$ cat src/rtl/mips_alu_muldiv.sv
// MIPS ALU with single-cycle ops and iterative HI/LO multiply/divide.
// Define MIPS_ALU_DIV_EN to include the restoring divider.
module mips_alu_muldiv #(
  parameter int WIDTH = 32
) (
  input  logic             clk,
  input  logic             rst_n,
  input  logic             in_valid,
  output logic             in_ready,
  input  logic [5:0]       opcode,
  input  logic [5:0]       func_field,
  input  logic [WIDTH-1:0] A,
  input  logic [WIDTH-1:0] B,
  output logic             out_valid,
  output logic [WIDTH-1:0] result,
  output logic             zero
);

  localparam int CW = $clog2(WIDTH);
  localparam logic [CW-1:0] LAST = CW'(WIDTH-1);

  typedef enum logic [1:0] {IDLE, BUSY, DONE} state_t;
  typedef enum logic [3:0] {
    OP_ADD, OP_SUB, OP_AND, OP_OR, OP_NOR,
    OP_SLT, OP_SLTU, OP_MFHI, OP_MFLO,
    OP_MULT, OP_MULTU, OP_DIV, OP_DIVU
  } op_t;

  state_t           state;
  op_t              op;
  logic [CW-1:0]    cnt;
  logic [WIDTH-1:0] hi, lo;
  logic [WIDTH-1:0] acc, mq, opnd;
  logic             neg_q;
  logic [WIDTH-1:0] alu_res;
  logic             go_mul, go_div, sgn;
  logic             a_neg, b_neg;
  logic [WIDTH-1:0] a_mag, b_mag;
  logic [WIDTH:0]   mul_sum;
  logic [WIDTH-1:0] nxt_acc, nxt_mq;
  logic [2*WIDTH-1:0] prod, prod_s;
  logic [WIDTH-1:0] fin_hi, fin_lo;

  assign in_ready = (state == IDLE);

  always_comb begin
    op = OP_ADD;
    if (opcode == 6'h00) begin
      case (func_field)
        6'h20:   op = OP_ADD;
        6'h22:   op = OP_SUB;
        6'h24:   op = OP_AND;
        6'h25:   op = OP_OR;
        6'h27:   op = OP_NOR;
        6'h2A:   op = OP_SLT;
        6'h2B:   op = OP_SLTU;
        6'h10:   op = OP_MFHI;
        6'h12:   op = OP_MFLO;
        6'h18:   op = OP_MULT;
        6'h19:   op = OP_MULTU;
        6'h1A:   op = OP_DIV;
        6'h1B:   op = OP_DIVU;
        default: op = OP_ADD;
      endcase
    end else if (opcode == 6'h04) begin
      op = OP_SUB;
    end
  end

  always_comb begin
    alu_res = '0;
    case (op)
      OP_ADD:  alu_res = A + B;
      OP_SUB:  alu_res = A - B;
      OP_AND:  alu_res = A & B;
      OP_OR:   alu_res = A | B;
      OP_NOR:  alu_res = ~(A | B);
      OP_SLT:  alu_res = {{(WIDTH-1){1'b0}}, $signed(A) < $signed(B)};
      OP_SLTU: alu_res = {{(WIDTH-1){1'b0}}, A < B};
      OP_MFHI: alu_res = hi;
      OP_MFLO: alu_res = lo;
      default: alu_res = '0;
    endcase
  end

  // Signed ops run on magnitudes; signs are reapplied on completion.
  assign go_mul = (op == OP_MULT) || (op == OP_MULTU);
  assign sgn    = (op == OP_MULT) || (op == OP_DIV);
  assign a_neg  = sgn & A[WIDTH-1];
  assign b_neg  = sgn & B[WIDTH-1];
  assign a_mag  = a_neg ? -A : A;
  assign b_mag  = b_neg ? -B : B;

  assign mul_sum = {1'b0, acc} + (mq[0] ? {1'b0, opnd} : '0);
  assign prod    = {mul_sum[WIDTH:1], mul_sum[0], mq[WIDTH-1:1]};
  assign prod_s  = neg_q ? -prod : prod;

`ifdef MIPS_ALU_DIV_EN
  logic             is_div, neg_r;
  logic [WIDTH:0]   shifted, diff;
  logic             ge;
  logic [WIDTH-1:0] div_acc, div_mq;

  assign go_div  = (op == OP_DIV) || (op == OP_DIVU);
  assign shifted = {acc, mq[WIDTH-1]};
  assign diff    = shifted - {1'b0, opnd};
  assign ge      = shifted >= {1'b0, opnd};
  assign div_acc = ge ? diff[WIDTH-1:0] : shifted[WIDTH-1:0];
  assign div_mq  = {mq[WIDTH-2:0], ge};
  assign nxt_acc = is_div ? div_acc : prod[2*WIDTH-1:WIDTH];
  assign nxt_mq  = is_div ? div_mq : prod[WIDTH-1:0];
  assign fin_hi  = is_div ? (neg_r ? -div_acc : div_acc)
                          : prod_s[2*WIDTH-1:WIDTH];
  assign fin_lo  = is_div ? (neg_q ? -div_mq : div_mq)
                          : prod_s[WIDTH-1:0];
`else
  assign go_div  = 1'b0;
  assign nxt_acc = prod[2*WIDTH-1:WIDTH];
  assign nxt_mq  = prod[WIDTH-1:0];
  assign fin_hi  = prod_s[2*WIDTH-1:WIDTH];
  assign fin_lo  = prod_s[WIDTH-1:0];
`endif

  always_ff @(posedge clk) begin
    if (!rst_n) begin
      state     <= IDLE;
      cnt       <= '0;
      hi        <= '0;
      lo        <= '0;
      result    <= '0;
      out_valid <= 1'b0;
      zero      <= 1'b0;
      acc       <= '0;
      mq        <= '0;
      opnd      <= '0;
      neg_q     <= 1'b0;
`ifdef MIPS_ALU_DIV_EN
      is_div    <= 1'b0;
      neg_r     <= 1'b0;
`endif
    end else begin
      out_valid <= 1'b0;
      zero      <= 1'b0;
      case (state)
        IDLE: begin
          if (in_valid) begin
            cnt <= '0;
            if (go_mul) begin
              acc   <= '0;
              mq    <= b_mag;
              opnd  <= a_mag;
              neg_q <= a_neg ^ b_neg;
`ifdef MIPS_ALU_DIV_EN
              is_div <= 1'b0;
`endif
              state <= BUSY;
            end else if (go_div && B == '0) begin
              lo        <= '1;
              hi        <= A;
              result    <= '1;
              out_valid <= 1'b1;
              state     <= DONE;
            end else if (go_div) begin
              acc   <= '0;
              mq    <= a_mag;
              opnd  <= b_mag;
              neg_q <= a_neg ^ b_neg;
`ifdef MIPS_ALU_DIV_EN
              is_div <= 1'b1;
              neg_r  <= a_neg;
`endif
              state <= BUSY;
            end else begin
              result    <= alu_res;
              out_valid <= 1'b1;
              zero      <= (alu_res == '0);
            end
          end
        end
        BUSY: begin
          acc <= nxt_acc;
          mq  <= nxt_mq;
          cnt <= cnt + 1'b1;
          if (cnt == LAST) begin
            hi        <= fin_hi;
            lo        <= fin_lo;
            result    <= fin_lo;
            out_valid <= 1'b1;
            zero      <= (fin_lo == '0);
            state     <= DONE;
          end
        end
        DONE:    state <= IDLE;
        default: state <= IDLE;
      endcase
    end
  end

endmodule

$ cat config.mk
export PLATFORM = sky130hd
export DESIGN_NAME = mips_alu_muldiv
export DESIGN_NICKNAME = d
export VERILOG_FILES = /design/src/rtl/mips_alu_muldiv.sv
export SDC_FILE = /design/constraint.sdc
export NUM_CORES = 1
export LEC_CHECK = 0
export BUFFER_PORTS_ARGS = -buffer_cell sky130_fd_sc_hd__buf_2
export CORE_ASPECT_RATIO = 1.75
export CORE_UTILIZATION = 55
export DETAILED_ROUTE_END_ITERATION = 16
export PLACE_DENSITY_LB_ADDON = 0.3
export SLEW_MARGIN = 0
export SYNTH_ARGS = -nofsm -noshare
export SYNTH_HDL_FRONTEND = slang
export SYNTH_SLANG_ARGS = --single-unit
$ cat constraint.sdc
create_clock -name clk -period 6 [get_ports clk]
set_input_delay 0.6 -clock clk [delete_from_list [all_inputs] [get_ports clk]]
set_output_delay 0.6 -clock clk [all_outputs]
set_load 0.02 [all_outputs]
# [Word level (Yosys, flattened, before mapping)]
# Memories as Yosys holds them, arrays and structs flattened.
# Cells that the tools add are included.
[totals] reg_bits=202 romBits=256 in_bits=79 out_inout_bits=35 wordCells=90 n_memories=1
[op_classes] addsub=7 order_cmp=2 eq_ne=18 muxes=31 n_bitwise=6 n_reduce_logical=14
[mem_list] memory="(no name shown)" depth=64 word_bits=4 read_ports=1 rd_ports_with_merged_regs=0 write_ports=0 line_no="49" text="case (func_field)"
[ops] op="2-to-1 mux 32 bit" n=10
[ops] op="case mux 32 bit (9 select lines)" n=1
[ops] op="case mux 32 bit (2 select lines)" n=3
[ops] op="logical NOT 32 bit" n=2
[ops] op="less-than comparator 32 bit" n=2
[ops] op="2-to-1 mux 64 bit" n=1
[ops] op="negator 32 bit" n=2
[ops] op="negator 64 bit" n=1
[ops] op="adder 32 x 32 -> 33 bit" n=1
[ops] op="adder 32 bit" n=1
[ops] op="AND 32 bit" n=1
[ops] op="inverter 32 bit" n=1
[ops] op="bitwise OR 32 bit" n=1
[ops] op="subtractor 32 bit" n=1
[ops] op="equality test 4 x 3 -> 1 bit, second input constant" n=4
[ops] op="equality test 4 bit, second input constant" n=4
[ops] op="case mux 5 bit (2 select lines)" n=1
[ops] op="AND reduction 3 bit" n=3
[ops] op="equality test 4 x 2 -> 1 bit, second input constant" n=2
[ops] op="2-to-1 mux 1 bit" n=7
[ops] op="equality test 6 x 3 -> 1 bit, second input constant" n=1
[ops] op="logical NOT 6 bit" n=1
[ops] op="2-to-1 mux 2 bit" n=3
[ops] op="!= test 2 bit, second input constant" n=3
[ops] op="17 further kinds" n=21

# [Depth between registers and ports, before layout]
[depth] ltp_word=10 mapped_depth=17 ltp_nobuf=16

# [Worst setup path before layout]
# Ideal clock, no wire load.
[synth_timing] kind="in2reg" from="input port A[0]" to="register zero" setup_ns=0.069 t_arrival_ns=4.066 required_ns=5.931 slack_ns=1.865 path_stages=15 path_buffers=0 cell_sequence="inv_1 ha_1 fa_1 o21ba_2 a2111o_1 a31oi_1 a311oi_1 a221oi_1 nor4_1 or4b_2 o21ai_0 nand3_1 nor4_1 nand4_1 o21ai_1"
[synth_via] elab_chain_len=7 word_cells_on_any_way=12 cone_classes="2 x add/sub; 2 x order compare; 4 x mux; 3 x bitwise; 1 x reduce/logical"
[synth_rtl] element="start, declared" line_no="12" text="input logic [WIDTH-1:0] A,"
[synth_rtl] element="parallel branches: the longest is 2 deep, another holds subtractor 32 bit"
[synth_rtl] element="case mux 32 bit (9 select lines) *" line_no="72" text="case (op)"
[synth_rtl] element="logical NOT 32 bit *" line_no="176" text="zero <= (alu_res == '0);"
[synth_rtl] element="2-to-1 mux 1 bit *" line_no="148" text="if (go_mul) begin"
[synth_rtl] element="2-to-1 mux 1 bit *" line_no="146" text="if (in_valid) begin"
[synth_rtl] element="case mux 1 bit (2 select lines) *" line_no="144" text="case (state)"
[synth_rtl] element="end signal, assigned" line_no="176"
[synth_rtl] element="end signal, assigned" line_no="189" text="zero <= (fin_lo == '0);"
[synth_rtl] element="end, declared" line_no="16" text="output logic zero"
# Every way passes the cells marked *.
# A chain may end at the register's enable or synchronous reset.

# [Final worst setup path]
[layout_timing] from="register mq[0]" to="register hi[30]"
[layout_via] elab_chain_len=4
[layout_rtl] element="start, declared" line_no="33" text="logic [WIDTH-1:0] acc, mq, opnd;"
[layout_rtl] element="start signal, assigned" line_no="150" text="mq <= b_mag;"
[layout_rtl] element="start signal, assigned" line_no="165" text="mq <= a_mag;"
[layout_rtl] element="start signal, assigned" line_no="182" text="mq <= nxt_mq;"
[layout_rtl] element="2-to-1 mux 32 bit *" line_no="94" text="assign mul_sum = {1'b0, acc} + (mq[0] ? {1'b0, opnd} : '0);"
[layout_rtl] element="adder 32 x 32 -> 33 bit *" line_no="94"
[layout_rtl] element="negator 64 bit" line_no="96" text="assign prod_s = neg_q ? -prod : prod;"
[layout_rtl] element="2-to-1 mux 64 bit *" line_no="96"
[layout_rtl] element="end signal, assigned" line_no="185" text="hi <= fin_hi;"
[layout_rtl] element="end, declared" line_no="32" text="logic [WIDTH-1:0] hi, lo;"
# Every way passes the cells marked *; elsewhere a longest branch is shown, timed or not.

==> impl_metrics.tcl <==
set metrics [dict create \
    status "finished clean" \
    core_um2 32200 \
    num_rows 87 \
    clock_skew_ps 14.9 \
    power-per-cell-area_nw_per_um2 182 \
    fmax_mhz 193 \
    synth.top_cell.area_share_pct 22.4 \
    p_int_mw 2.35 \
    reg2reg_depth 16 \
    drc 0 \
    slowest_delay_ps 660 \
    clock-sinks 202 \
    wl_um 77100 \
    synth_top_family_by_area "compound AO/OA/AOI/OAI gates" \
    finalCritPeriodShare_pct 86.5 \
    cts_hold_buffers 0 \
    yosysWarnings 0 \
    num_antenna_cells 0 \
    cts_tree "done" \
    finalNetCount 2710 \
    gr-total-overflow 0 \
    startpoint_type "register" \
    grt_max_degree 96 \
    cts-htree-levels 1 \
    critical_path.endpoint_type "register" \
    grt_pass1_wl_um 115000 \
    port_buffers 113 \
    required_ps 6400 \
    routedWlPerCell_um 26.6 \
    vias 20136 \
    synthesis.nets 2684 \
    clkTransAtPathRegs_ps 80 \
    gp_congestion 1.08 \
    die_y_um 242 \
    place_inst 2870 \
    cts_root_buf "clkbuf_16" \
    seq_power_share_pct 38.8 \
    area_growth_pct 8.24 \
    setup_viol 0 \
    muxShareOfSynthArea_pct 0.465 \
    clockBufferDepth 3 \
    place_area_um2 18900 \
    synth_ff_type "dfxtp_1" \
    post_cts_buffers 0 \
    hold_depth 3 \
    die_w_um 139 \
    relSlewSlack_pct 22.8 \
    p_comb_share_pct 24.8 \
    synth-seq-cells 202 \
    slew_violations 0 \
    synth.distinct_cells 97 \
    synth_xor_area_share_pct 8.15 \
    cts_resized 0 \
    critPathKind "reg2reg" \
    yosysTopAreaCell "dfxtp_1" \
    finalCriticalPeriod_ps 5190 \
    drive_above_1_share_pct 9.75 \
    tns_ps 0 \
    io_pins 114 \
    stdcell_area_um2 19500 \
    max-vdd-ir-drop_uv 155 \
    ant_nets 0 \
    p_sw_mw 1.20 \
    hold_class "in2reg" \
    synthAdderAreaFrac_pct 9.90 \
    die_area_um2 33600 \
    worstMarginPinSlew_ps 1150 \
    max-cap-violations 0 \
    hpwlAfterDp_um 60300 \
    synth_area_um2 18000 \
    synthTopCellsByArea "dfxtp_1 (22%), ha_1 (9.6%), a21oi_1 (5.8%), nor2_1 (5.6%), xnor2_1 (5.5%)" \
    syn_area_per_cell_um2 7.32 \
    instances_no_fill 2902 \
    synthCells 2464 \
    async_reset_ff_share_pct 0 \
    cpMaxStageDelayCell "dfxtp_1" \
    report.final.hold_viol_count 0 \
    start_util_pct 56.0 \
    rsz0062_at_grt "false" \
    critPathMaxFanout 33 \
    synth_edf_count 0 \
    antenna_found_initial 3 \
    final_core_util_pct 60.6 \
    drt_iter0_drc 2411 \
    yosysSeqAreaShare_pct 22.4 \
    arrival_ps 5590 \
    swShare_pct 33.7 \
    synthSimpleGateAreaFrac_pct 23.6 \
    cts_made_buffers 18 \
    crit_chain "and2_1 > ha_1 > fa_1 > a211o_1 > nand3_1 > and3_1 > nor2_1 > xnor2_1 > nand4_1 > or4_4 > nor4_1 > buf_4 > nand2_1 > o31ai_1 > xor2_1 > o21ai_1" \
    hold_ws_ps 390 \
    grt_pass1_vias 19309 \
    track_usage_pct 44.9 \
    p_clk_share_pct 36.4 \
    dr.pass1.iters 8 \
    p_leak_nw 7.77 \
    worstSkewPairLatency_ps 520 \
    synth_compound_area_share_pct 29.9 \
    avgViaCountPerCell 6.94 \
]
state kept, by name, indices dropped and copies added, names as in the netlist, 2 cells and up:
signal and flops:
cnt 5, state 2, hi 32, result 32, acc 32, lo 32, opnd 32, mq 32
power groups by stage:
stage | logic (mW) | clock network [mW] | registers, mW
after global placement | 0.832 | 0 | 1.41
after floorplan | 0.482 | 0 | 1.43
final | 0.880 | 1.29 | 1.38
after CTS | 0.837 | 1.28 | 1.38
after global routing | 0.917 | 1.33 | 1.38
after detailed placement | 0.834 | 0 | 1.41
metal layers:
metal / global-route usage [%] / wire length, um
met5: 0 / 38
met1: 49.0 / 26900
met3: 6.97 / 6520
met2: 76.6 / 36400
met4: 37.1 / 7240
per-stage QoR:
stage	setup slack [ps]	total power, mW
3_5_place_dp	802	2.24
2_1_floorplan	1870	1.91
6_report	813	3.55
3_3_place_gp	917	2.24
5_1_grt	493	3.63
4_1_cts	877	3.50
layout by cell type (no fill, tap or decap), types with 35 or more instances in the layout:
cell	n
a211oi_1	93
a21oi_1	209
a22oi_1	53
and2_1	47
buf_2	113
buf_4	38
dfxtp_1	201
ha_1	138
inv_1	113
nand2_1	261
nand3_1	70
nand4_1	35
nor2_1	267
nor3_1	42
o21ai_0	117
o31ai_1	45
xnor2_1	113
xor2_1	55
cells in the mapped netlist (25+ instances only):
cell type,instances
nor2_1,268
nand2_1,261
a21oi_1,209
dfxtp_1,202
ha_1,138
clkbuf_1,124
o21ai_0,117
inv_1,114
xnor2_1,113
a211oi_1,93
nand3_1,70
xor2_1,55
a22oi_1,53
and2_1,48
nor3_1,46
o31ai_1,45
nand4_1,35
o211ai_1,30
nor4_1,27
or3_1,25
final timing paths:
check,startpoint,endpoint,slack (ps)
setup / recovery,mq[0]$_SDFFE_PN0P_,hi[30]$_SDFFE_PN0P_,810
hold / removal,A[0],opnd[0]$_SDFFE_PN0P_,390
setup reg to reg,mq[0]$_SDFFE_PN0P_,hi[30]$_SDFFE_PN0P_,810
hold reg to reg,result[18]$_SDFFE_PN0P_,result[18]$_SDFFE_PN0P_,460
worst max-delay path: cells and delay by family (launching register included):
kind	cells	cell delay, ps
AO/OA/AOI/OAI	3	660
XOR/XNOR	2	640
adder cells (fa/ha/maj)	2	640
buffers and inverters	1	210
flip-flops	1	660
AND/OR/NAND/NOR	8	2230
logic make-up (layout without fill, tap and decap cells):
kind of cell / after synthesis / count (layout)
buf+inv: 260 / 298
compound gates: 794 / 794
flops: 202 / 202
mux: 8 / 8
simple gates: 891 / 891
fa+ha+maj: 141 / 141
xor+xnor: 168 / 168
cell type report:
type,count,area (um^2)
fillers,2992,12700
well taps,400,500
repair buffers,152,871
flip-flops and latches,202,4050
multi-input cells,2002,13000
clock inverters,8,111
inverters,114,433
clock buffers,24,524
(Power assumes the default switching activity.)
